File: config.mk
export PLATFORM = sky130hd
export DESIGN_NAME = osd_uart_line_buffer
export DESIGN_NICKNAME = d
export VERILOG_FILES = /design/src/rtl/osd_uart_line_buffer.sv
export SDC_FILE = /design/constraint.sdc
export NUM_CORES = 1
export LEC_CHECK = 0
export CAP_MARGIN = 25
export CORE_AREA = 2 2 121 123
export DETAILED_ROUTE_END_ITERATION = 10
export DIE_AREA = 0 0 123 125
export PLACE_DENSITY = 0.65
export SLEW_MARGIN = 20
export SYNTH_ARGS = -nofsm -noshare
export SYNTH_HDL_FRONTEND = slang
export SYNTH_SLANG_ARGS = --single-unit
File: constraint.sdc
create_clock -name clk -period 4.9 [get_ports clk]
set_input_delay 0.98 -clock clk [delete_from_list [all_inputs] [get_ports clk]]
set_output_delay 0.98 -clock clk [all_outputs]
set_load 0.03 [all_outputs]
File: src/rtl/osd_uart_line_buffer.sv
// Character FIFO that releases whole lines to osd_dem_uart, draining early on full or flush.
// Define OSD_UART_LINE_BUFFER_TIMEOUT_EN to also force out a partial line after TIMEOUT idle cycles.
module osd_uart_line_buffer #(
    parameter int         DEPTH     = 16,
    parameter logic [7:0] EOL       = 8'h0a,
    parameter int         LINE_MODE = 1,
    parameter int         TIMEOUT   = 1024
) (
    input  logic                     clk,
    input  logic                     rst,
    input  logic [7:0]               in_char,
    input  logic                     in_valid,
    output logic                     in_ready,
    input  logic                     flush,
    output logic [7:0]               out_char,
    output logic                     out_valid,
    input  logic                     out_ready,
    output logic [$clog2(DEPTH):0]   level,
    output logic [$clog2(DEPTH):0]   lines
);

    localparam int AW = $clog2(DEPTH);

    typedef enum logic {HOLD = 1'b0, DRAIN = 1'b1} state_t;

    state_t      state, state_nxt;
    logic [7:0]  mem [DEPTH];
    logic [AW:0] wr_ptr, rd_ptr, lines_q;
    logic [AW:0] level_nxt, lines_nxt;
    logic        empty, full, push, pop, push_eol, pop_eol, draining, timeout_fire;

    assign empty     = (wr_ptr == rd_ptr);
    assign full      = (wr_ptr[AW-1:0] == rd_ptr[AW-1:0]) && (wr_ptr[AW] != rd_ptr[AW]);
    // Gate with reset so the application never sees ready while the block is held.
    assign in_ready  = rst && !full;
    assign draining  = (LINE_MODE == 0) || (state == DRAIN);
    assign out_valid = draining && !empty;
    assign out_char  = mem[rd_ptr[AW-1:0]];

    assign push      = in_valid && in_ready;
    assign pop       = out_valid && out_ready;
    assign push_eol  = push && (in_char == EOL);
    assign pop_eol   = pop && (out_char == EOL);

    assign level     = wr_ptr - rd_ptr;
    assign lines     = lines_q;
    assign level_nxt = level + (AW+1)'(push) - (AW+1)'(pop);
    assign lines_nxt = lines_q + (AW+1)'(push_eol) - (AW+1)'(pop_eol);

`ifdef OSD_UART_LINE_BUFFER_TIMEOUT_EN
    localparam int TW = $clog2(TIMEOUT + 1);

    logic [TW-1:0] idle_cnt;
    logic          idle_run;

    assign idle_run     = (state == HOLD) && !empty && !push;
    assign timeout_fire = idle_run && (idle_cnt == TW'(TIMEOUT - 1));

    always_ff @(posedge clk or negedge rst) begin
        if (!rst) begin
            idle_cnt <= '0;
        end else if (!idle_run || state_nxt == DRAIN) begin
            idle_cnt <= '0;
        end else begin
            idle_cnt <= idle_cnt + TW'(1);
        end
    end
`else
    // No idle timer: a partial line waits for EOL, full or flush.
    assign timeout_fire = (TIMEOUT < 0);
`endif

    always_comb begin
        state_nxt = state;
        case (state)
            HOLD: begin
                // Look ahead at this cycle's push so a line is released the cycle after its EOL lands.
                if ((lines_nxt != '0) || (level_nxt == (AW+1)'(DEPTH)) ||
                    (flush && !empty) || timeout_fire) begin
                    state_nxt = DRAIN;
                end
            end
            DRAIN: begin
                if (pop_eol || (empty && !push)) begin
                    state_nxt = HOLD;
                end
            end
            default: state_nxt = HOLD;
        endcase
        if (LINE_MODE == 0) begin
            state_nxt = DRAIN;
        end
    end

    always_ff @(posedge clk or negedge rst) begin
        if (!rst) begin
            wr_ptr  <= '0;
            rd_ptr  <= '0;
            lines_q <= '0;
            state   <= HOLD;
        end else begin
            if (push) begin
                wr_ptr <= wr_ptr + (AW+1)'(1);
            end
            if (pop) begin
                rd_ptr <= rd_ptr + (AW+1)'(1);
            end
            lines_q <= lines_nxt;
            state   <= state_nxt;
        end
    end

    // Character storage carries no reset; validity is tracked by the pointers.
    always_ff @(posedge clk) begin
        if (push) begin
            mem[wr_ptr[AW-1:0]] <= in_char;
        end
    end

endmodule

==> metrics.md, run 1 <==
| Metric | Value |
|---|---|
| Status | `finished clean` |
| Fin crit share | `89.18%` |
| GRT Total Usage | `18.27%` |
| CTS buffer count | `17` |
| Commonest non-fill, non-tap cell in the layout | `edfxtp_1` |
| GP Congestion | `0.8214` |
| R2R depth | `14` |
| EDFF count, synth | `128` |
| Post-synth ARST share | `11.11%` |
| Setup violators final | `0` |
| Max Cap Viol | `0` |
| Worst EP arrival | `4.64 ns` |
| Fmax | `0.2288 GHz` |
| Cell count after placement | `558` |
| DRC viols | `0` |
| Crit-path max FO | `10` |
| Total number of yosys warnings | `0` |
| Hold Slack | `0.4979 ns` |
| Non-Filler Instances | `589` |
| Synth Area in Compound Gates | `4.183%` |
| P_leak | `0.002598 uW` |
| Worst VDD drop | `0.5307 mV` |
| Final hold violations | `0` |
| Crit start category | `flip-flop` |
| Hold Path End | `rd_ptr[4]$_DFFE_PN0P_` |
| Routed vias | `3206` |
| CP bufs+invs | `2` |
| Slew @ Worst Pin | `0.6511 ns` |
| Port buffer count | `32` |
| Post-CTS Hold Buffers | `0` |
| Most used DFF post-synth | `edfxtp_1` |
| Worst path max stage delay | `0.66 ns` |
| Global-route wire length before repair | `19.93 mm` |
| RSZ-0062 raised after global routing | `false` |
| Crit Path Class | `flip-flop to flip-flop` |
| Reg-to-reg endpoint | `draining$_DFF_PN0_` |
| Nets | `428` |
| Layout cells sized above 1 | `17.04%` |
| Die X | `123 microns` |
| Slowest-stage cell, CP | `dfrtp_1` |
| Total overflow reported by the global router | `0` |
| Setup total negative slack | `0 ns` |
| Adder-Cell Fraction of Synth Area | `4.787%` |
| Die Ht | `125 microns` |
| CTS tree | `done` |
| I/O pins | `33` |
| Row Count | `44` |
| Slew Limit Headroom | `56.46%` |
| Most frequent cells in the layout | `edfxtp_1 (128), clkdlybuf4s50_1 (32), mux4_2 (25)` |
| Pwr per Cell Area | `709.0 nW/um^2` |
| Worst Skew | `0.01157 ns` |
| Average wire per standard cell | `21.97 microns` |
| Die ar. | `15380 sq um` |
| Hold crit path type | `flip-flop to flip-flop` |
| Hold Path Origin | `rd_ptr[4]$_DFFE_PN0P_` |
| Mapped Nets | `380` |
| Max Buffers Root-to-Sink | `2` |
| Clk slew on worst S/H paths | `0.06 ns` |
| Avg Cell Area, Syn | `18.03 sq um` |
| Ant. Diodes | `0` |
| Layout area overhead | `18.38%` |
| DRT iter0 DRCs | `245` |
| Root buf cell | `clkbuf_16` |
| Number of cells upsized or downsized after cts | `0` |
| Pins over their slew limit | `0` |
| Post-layout min period | `4.370 ns` |
| Layout filler cell count | `1152` |
| Mux cell area share after synthesis | `12.01%` |
| Largest net degree at the start of global routing | `36` |
| Seq cells post-synth | `144` |
| Worst Hold Depth | `1` |
| Register area share after synthesis | `68.22%` |
| Post-CTS Setup Bufs | `0` |
| Total iterations of the first detailed-routing run | `4` |
| Detail Route Antenna Nets | `0` |
| Setup slack, reg-to-reg | `0.53 ns` |
| Cell variety after synth | `42` |
| Vias in the first global route | `3334` |
| Core ar. | `14200 sq um` |
| Cell Chain, Critical Path | `nor2b_1, a22o_1, a221oi_1, nor4_2, o2111a_2, ha_1, inv_1, ha_1, inv_1, fa_1, xnor2_1, a2111o_1, a2111oi_0, o22ai_1` |
| Setup crit end kind | `flip-flop` |
| Initial antenna violation count | `0` |
| Critical path depth | `14` |
| XOR/XNOR share of the synthesized area | `2.916%` |
| Clock Sinks | `144` |
| Combinational family with the most area after synthesis | `multiplexers` |
| H-tree depth | `4` |
| Post-DP HPWL | `8.563 mm` |
| CP required | `5.18 ns` |
| Post-synthesis instance total | `345` |
| Worst-skew pair later-pin latency | `0.41 ns` |
| DR vias/cell | `5.443` |
| Simple-gate portion of the synthesized area | `4.948%` |
| Initial core utilization | `43.80%` |
| R2r startpoint | `rd_ptr[3]$_DFFE_PN0P_` |
| Post-Syn Area | `6221 sq um` |
| Cell family with most CP delay | `compound AO/OA/AOI/OAI gates` |
| Final WL | `12.94 mm` |
## cell families after synthesis
logic type	after synthesis
xor+xnor	19
buf+inv	39
fa+ha+maj	22
compound gates	36
mux	32
simple gates	53
flops	144
## power by group
| group | switching, uW | internal, uW |
|---|---|---|
| Clock | 488 | 751 |
| Combinational | 1290 | 1120 |
| Sequential | 109 | 1460 |
| Total | 1890 | 3330 |
## synthesized netlist by cell type, types with 2 or more instances
cell type,count,area (sq um)
edfxtp_1,128,3844
mux4_2,25,563.0
inv_1,24,90.09
and2_1,19,118.9
ha_1,19,237.7
dfrtp_1,16,400.4
xnor2_1,15,131.4
a22oi_1,12,90.09
nand2_1,12,45.04
clkbuf_1,7,26.28
mux4_1,7,183.9
a21o_1,6,45.04
a21oi_1,5,25.02
buf_2,4,20.02
nor2b_1,4,25.02
fa_1,3,60.06
nand4_1,3,18.77
nor2_1,3,11.26
o21ai_0,3,15.01
xor2_1,3,26.28
a211oi_1,2,15.01
and3_1,2,12.51
buf_6,2,22.52
nand3_1,2,10.01
nor3b_1,2,15.01
## worst max-delay path by stage
stage                                      from                  to  slack (ns)
after floorplan           rd_ptr[1]$_DFFE_PN0P_  draining$_DFF_PN0_        0.80
after global placement               in_char[4]  draining$_DFF_PN0_        0.55
after detailed placement             in_char[4]  draining$_DFF_PN0_        0.45
after CTS                 rd_ptr[0]$_DFFE_PN0P_  draining$_DFF_PN0_        0.47
after global routing      rd_ptr[3]$_DFFE_PN0P_  draining$_DFF_PN0_        0.27
final                     rd_ptr[3]$_DFFE_PN0P_  draining$_DFF_PN0_        0.53
## stage by stage
step / power [uW] / util (%) / cell area [sq um] / setup slack [ns]
final: 5222 / 51.85 / 7365 / 0.5302
after global routing: 5507 / 51.85 / 7365 / 0.2671
after CTS: 5270 / 51.85 / 7365 / 0.4750
after detailed placement: 4025 / 47.84 / 6795 / 0.4519
after global placement: 3995 / 47.84 / 6795 / 0.5475
after floorplan: 3309 / - / 6221 / 0.7992
## area by class of cell
class                           count  area [sq um]  share of cell area, %
Timing Repair Buffer               44         435.4                  5.912
Multi-Input combinational cell    162          1794                  24.36
Inverter                           24         90.09                  1.223
Clock buffer                       19         432.9                  5.878
Clock inverter                     12         136.4                  1.852
Sequential cell                   144          4245                  57.65
Tap cell                          184         230.2                  3.126
## sequential cells by signal, indices dropped and copies added (netlist names)
signal    flops
draining      1
wr_ptr        5
rd_ptr        5
mem         128
lines         5
## routing by layer
layer / global-route usage [%] / wire, microns
met1: 26.04 / 5889
met2: 27.98 / 6341
met3: 3.878 / 504
met4: 6.618 / 201
met5: 0 / 0
No activity file was read; power rests on OpenSTA's default activity.
==> run 2, diff against run 1 <==
- CORE_AREA: 2 2 121 123 -> 5 5 124 126
- DIE_AREA: 0 0 123 125 -> 0 0 129 131
==> metrics.md, run 2 (synthesis results as in run 1) <==
| Metric | Value |
|---|---|
| Setup crit end kind | `flip-flop` |
| Hold Slack | `0.4927 ns (-0.005159 ns)` |
| DRC viols | `0 (unchanged)` |
| Die ar. | `16900 sq um (+9.9%)` |
| Most frequent cells in the layout | `edfxtp_1 (128), clkdlybuf4s50_1 (32), mux4_2 (25)` |
| Post-CTS Setup Bufs | `0 (unchanged)` |
| Slew Limit Headroom | `52.48% (-4.0 points)` |
| Reg-to-reg endpoint | `draining$_DFF_PN0_` |
| R2r startpoint | `rd_ptr[0]$_DFFE_PN0P_` |
| Setup total negative slack | `0 ns (unchanged)` |
| DRT iter0 DRCs | `322 (+31%)` |
| Worst Skew | `0.01007 ns (-0.001493 ns)` |
| Detail Route Antenna Nets | `0 (unchanged)` |
| Final hold violations | `0 (unchanged)` |
| Combinational share of power | `45.4% (-0.8 points)` |
| Pre-CTS setup slack | `0.4110 ns (-0.04086 ns)` |
| Layout area overhead | `19.55%` |
| CP required | `5.19 ns (about the same)` |
| Commonest non-fill, non-tap cell in the layout | `edfxtp_1` |
| Port buffer count | `32 (unchanged)` |
| Pwr per Cell Area | `718.6 nW/um^2 (+1.4%)` |
| Number of cells upsized or downsized after cts | `0 (unchanged)` |
| Die Ht | `131 microns (+4.8%)` |
| Initial core utilization | `43.80% (unchanged)` |
| Hold crit path type | `flip-flop to flip-flop` |
| Die X | `129 microns (+4.9%)` |
| Routed vias | `3266 (+1.9%)` |
| Worst Hold Depth | `1 (unchanged)` |
| Worst-skew pair later-pin latency | `0.42 ns (about the same)` |
| Average wire per standard cell | `22.27 microns (+1.4%)` |
| GP Congestion | `0.8017 (-2.4%)` |
| Cell count after placement | `564 (+1.1%)` |
| Hold Path Origin | `rd_ptr[4]$_DFFE_PN0P_` |
| Total iterations of the first detailed-routing run | `4 (unchanged)` |
| Max FFs per register | `128 (unchanged)` |
| Largest net degree at the start of global routing | `18 (-50%)` |
| Final WL | `13.25 mm (+2.4%)` |
| Initial antenna violation count | `0 (unchanged)` |
| Fmax | `0.2274 GHz (-0.62%)` |
| Reg power frac | `29.8% (-0.3 points)` |
| R2R depth | `15 (+1)` |
| Core ar. | `14200 sq um (unchanged)` |
| Vias in the first global route | `3320 (-0.42%)` |
| Internal power | `3409 uW (+2.3%)` |
| Setup violators final | `0 (unchanged)` |
| Post-DP HPWL | `9.143 mm (+6.8%)` |
| Fin crit share | `89.74% (+0.56 points)` |
| Worst EP arrival | `4.69 ns (+0.05 ns)` |
| Post-CTS Hold Buffers | `0 (unchanged)` |
| RSZ-0062 raised after global routing | `false` |
| H-tree depth | `4 (unchanged)` |
| Slew @ Worst Pin | `0.7032 ns (+0.05208 ns)` |
| Row Count | `44 (unchanged)` |
| Net Sw Frac | `36.22% (+0.043 points)` |
| Non-Filler Instances | `595 (+1.0%)` |
| Layout filler cell count | `1169 (+1.5%)` |
| Clock Sinks | `144 (unchanged)` |
| Switching pwr | `1936 uW (+2.5%)` |
| DR vias/cell | `5.489 (+0.84%)` |
| Global-route wire length before repair | `20.18 mm (+1.2%)` |
| Pins over their slew limit | `0 (unchanged)` |
| Max Cap Viol | `0 (unchanged)` |
| Total overflow reported by the global router | `0 (unchanged)` |
| P_leak | `0.002639 uW (+1.6%)` |
| Status | `finished clean` |
| Ant. Diodes | `0 (unchanged)` |
| CTS buffer count | `17 (unchanged)` |
| Max Buffers Root-to-Sink | `2 (unchanged)` |
| Crit Path Class | `flip-flop to flip-flop` |
| Setup slack, reg-to-reg | `0.50 ns (-0.03 ns)` |
| Worst VDD drop | `0.5692 mV (+7.3%)` |
| Layout cells sized above 1 | `18.49% (+1.5 points)` |
| Clk pwr share | `24.8% (+1.1 points)` |
| Hold Path End | `rd_ptr[4]$_DFFE_PN0P_` |
| CTS tree | `done` |
| Root buf cell | `clkbuf_16` |
| I/O pins | `33 (unchanged)` |
| Clk slew on worst S/H paths | `0.06 ns (about the same)` |
| Crit-path max FO | `10 (unchanged)` |
| GRT Total Usage | `16.72% (-1.6 points)` |
| Post-layout min period | `4.397 ns (+0.02748 ns)` |
| Crit start category | `flip-flop` |
| Final WS setup | `0.5027 ns (-0.02748 ns)` |
| Nets | `434 (+1.4%)` |
run 2: worst max-delay path by stage:
| stage | startpoint | slack, ns | endpoint | depth (start not counted) |
|---|---|---|---|---|
| finish | rd_ptr[0]$_DFFE_PN0P_ | 0.50 | draining$_DFF_PN0_ | 15 |
| CTS | rd_ptr[0]$_DFFE_PN0P_ | 0.47 | draining$_DFF_PN0_ | 15 |
| floorplan | rd_ptr[1]$_DFFE_PN0P_ | 0.80 | draining$_DFF_PN0_ | 20 |
| detailed placement | in_char[2] | 0.41 | draining$_DFF_PN0_ | 12 |
| global placement | in_char[2] | 0.50 | draining$_DFF_PN0_ | 12 |
| global route | rd_ptr[0]$_DFFE_PN0P_ | 0.12 | draining$_DFF_PN0_ | 15 |
run 2: layer usage:
layer	GRT usage, %	share of wire, %
met2	26.13	49
met5	0	0
met3	3.984	4.1
met1	23.99	46
met4	4.077	0.91
run 2: cell type report:
class / count / area, sq um / share of cell area [%]
Multi-Input combinational cell: 162 / 1794 / 24.13
Inverter: 24 / 90.09 / 1.211
Clock inverter: 13 / 180.2 / 2.423
Timing Repair Buffer: 50 / 467.9 / 6.292
Tap cell: 184 / 230.2 / 3.096
Clock buffer: 18 / 429.2 / 5.771
Sequential cell: 144 / 4245 / 57.08
run 2: power by group through the flow:
stage | logic [uW] | registers, uW | clock network (uW)
after floorplan | 1730 | 1580 | 0
after global placement | 2420 | 1610 | 0
after detailed placement | 2450 | 1620 | 0
after CTS | 2460 | 1590 | 1340
after global routing | 2640 | 1610 | 1400
final | 2430 | 1590 | 1330
run 2: metrics by stage:
stage | power, uW | utilization, % | instance area, sq um
2_1_floorplan | 3309 | - | 6221
3_3_place_gp | 4030 | 48.07 | 6828
3_5_place_dp | 4065 | 48.07 | 6828
4_1_cts | 5392 | 52.36 | 7437
5_1_grt | 5646 | 52.36 | 7437
6_report | 5345 | 52.36 | 7437
run 2: worst max-delay path: stages, from the launching register on:
cell and delay (ns):
dfrtp_2 0.57, buf_12 0.20, mux4_2 0.52, a22o_1 0.25
a221oi_1 0.43, nor4_2 0.13, o2111a_2 0.20, ha_1 0.29
inv_1 0.07, ha_1 0.17, inv_1 0.06, fa_1 0.39
xnor2_1 0.15, a2111o_1 0.38, a2111oi_0 0.33, o22ai_1 0.12
==> run 3, diff against run 2 <==
- MAX_ROUTING_LAYER: default -> met4
==> metrics.md, run 3 (synthesis results as in run 1) <==
| Metric | Value |
|---|---|
| Status | `finished clean` |
| Pwr per Cell Area | `718.3 nW/um^2 (about the same)` |
| Final WL | `13.16 mm (-0.71%)` |
| Die ar. | `16900 sq um (unchanged)` |
| Post-CTS Hold Buffers | `0 (unchanged)` |
| Hold Path Origin | `rd_ptr[4]$_DFFE_PN0P_` |
| DR vias/cell | `5.440 (-0.89%)` |
| Layout cells sized above 1 | `18.49% (unchanged)` |
| Pins over their slew limit | `0 (unchanged)` |
| Max FFs per register | `128 (unchanged)` |
| Worst EP arrival | `4.66 ns (-0.03 ns)` |
| CP required | `5.19 ns (about the same)` |
| Clk slew on worst S/H paths | `0.06 ns (about the same)` |
| Setup total negative slack | `0 ns (unchanged)` |
| Worst VDD drop | `0.5692 mV (about the same)` |
| Post-CTS Setup Bufs | `0 (unchanged)` |
| Root buf cell | `clkbuf_16` |
| Total overflow reported by the global router | `0 (unchanged)` |
| Post-DP HPWL | `9.143 mm (unchanged)` |
| Fin crit share | `89.32% (-0.42 points)` |
| CTS buffer count | `17 (unchanged)` |
| Die Ht | `131 microns (unchanged)` |
| Layout area overhead | `19.55% (unchanged)` |
| Die X | `129 microns (unchanged)` |
| Worst-skew pair later-pin latency | `0.41 ns (about the same)` |
| Detail Route Antenna Nets | `0 (unchanged)` |
| R2r startpoint | `rd_ptr[0]$_DFFE_PN0P_` |
| Hold crit path type | `flip-flop to flip-flop` |
| Row Count | `44 (unchanged)` |
| Post-layout min period | `4.377 ns (-0.02082 ns)` |
| Largest net degree at the start of global routing | `18 (unchanged)` |
| DRC viols | `0 (unchanged)` |
| Most frequent cells in the layout | `edfxtp_1 (128), clkdlybuf4s50_1 (32), mux4_2 (25)` |
| Global-route wire length before repair | `20.19 mm (about the same)` |
| Total iterations of the first detailed-routing run | `6 (+2)` |
| Crit start category | `flip-flop` |
| Max Buffers Root-to-Sink | `2 (unchanged)` |
| Fmax | `0.2285 GHz (+0.48%)` |
| RSZ-0062 raised after global routing | `false` |
| GRT Total Usage | `17.22% (+0.50 points)` |
| I/O pins | `33 (unchanged)` |
| GP Congestion | `0.8133 (+1.4%)` |
| Number of cells upsized or downsized after cts | `0 (unchanged)` |
| CTS tree | `done` |
| Ant. Diodes | `0 (unchanged)` |
| Setup crit end kind | `flip-flop` |
| Hold Slack | `0.4926 ns (-0.00009600 ns)` |
| Initial antenna violation count | `0 (unchanged)` |
| CP Launch Point | `rd_ptr[0]$_DFFE_PN0P_` |
| DRT iter0 DRCs | `261 (-19%)` |
| Core ar. | `14200 sq um (unchanged)` |
| Nets | `434 (unchanged)` |
| Average wire per standard cell | `22.11 microns (-0.71%)` |
| Clock Sinks | `144 (unchanged)` |
| Crit-path max FO | `10 (unchanged)` |
| Port buffer count | `32 (unchanged)` |
| Crit Path Class | `flip-flop to flip-flop` |
| Worst Skew | `0.006962 ns (-0.003112 ns)` |
| Utilization after layout | `52.36% (unchanged)` |
| Slew @ Worst Pin | `0.7153 ns (+0.01211 ns)` |
| Commonest non-fill, non-tap cell in the layout | `edfxtp_1` |
| H-tree depth | `4 (unchanged)` |
| Routed vias | `3237 (-0.89%)` |
| P_leak | `0.002639 uW (unchanged)` |
| Final hold violations | `0 (unchanged)` |
| Max Cap Viol | `0 (unchanged)` |
| Initial core utilization | `43.80% (unchanged)` |
| Setup violators final | `0 (unchanged)` |
| Vias in the first global route | `3312 (-0.24%)` |
| Slew Limit Headroom | `52.21% (-0.27 points)` |
run 3: cell counts in the layout (fill, tap and decap cells not counted):
No cell type changed its count.
run 3: stage by stage:
stage / setup WS, ns / instance area, sq um / std cells / total power [uW]
finish: 0.5235 / 7437 / 595 / 5342
global route: 0.1248 / 7437 / 595 / 5646
CTS: 0.4696 / 7437 / 595 / 5392
detailed placement: 0.4110 / 6828 / 564 / 4065
global placement: 0.4956 / 6828 / 564 / 4030
floorplan: 0.7992 / 6221 / 345 / 3309
run 3: metal layers:
metal	vias up	global-route usage [%]	wire length (microns)
met5	-	-	0
met2	81	26.10	6535
met4	0	4.077	98
met1	1689	23.96	5834
met3	9	3.984	689
li1	1458	-	-
run 3: area by class of cell:
cell class                 count  area, sq um
clock buffer                  18        429.2
clock inverter                13        180.2
fill                        1169         6766
inverter                      24        90.09
multi-input combinational    162         1794
sequential                   144         4245
tap                          184        230.2
timing repair buffer          50        467.9
run 3: report_power, final:
group	leakage (uW)	switching (uW)	internal, uW
Sequential	0.00135	126	1460
Clock	0.000291	516	811
Combinational	0.00100	1290	1140
Total	0.00264	1930	3410
run 3: path summary, 6_finish.rpt:
path                                          to  slack [ns]  cells past startpoint
min reg2reg                rd_ptr[4]$_DFFE_PN0P_        0.49                      1
max in group asynchronous  rd_ptr[0]$_DFFE_PN0P_        3.72                      2
min in group asynchronous     lines[4]$_DFF_PN0_        0.96                      2
max reg2reg                   draining$_DFF_PN0_        0.52                     15
min                        rd_ptr[4]$_DFFE_PN0P_        0.49                      1
max                           draining$_DFF_PN0_        0.52                     15
run 3: critical path, cell delays in order, from the launching register on:
cell,delay (ns)
dfrtp_2,0.57
buf_12,0.19
mux4_2,0.52
a22o_1,0.25
a221oi_1,0.41
nor4_2,0.13
o2111a_2,0.20
ha_1,0.29
inv_1,0.07
ha_1,0.17
inv_1,0.06
fa_1,0.39
xnor2_1,0.15
a2111o_1,0.38
a2111oi_0,0.34
o22ai_1,0.13
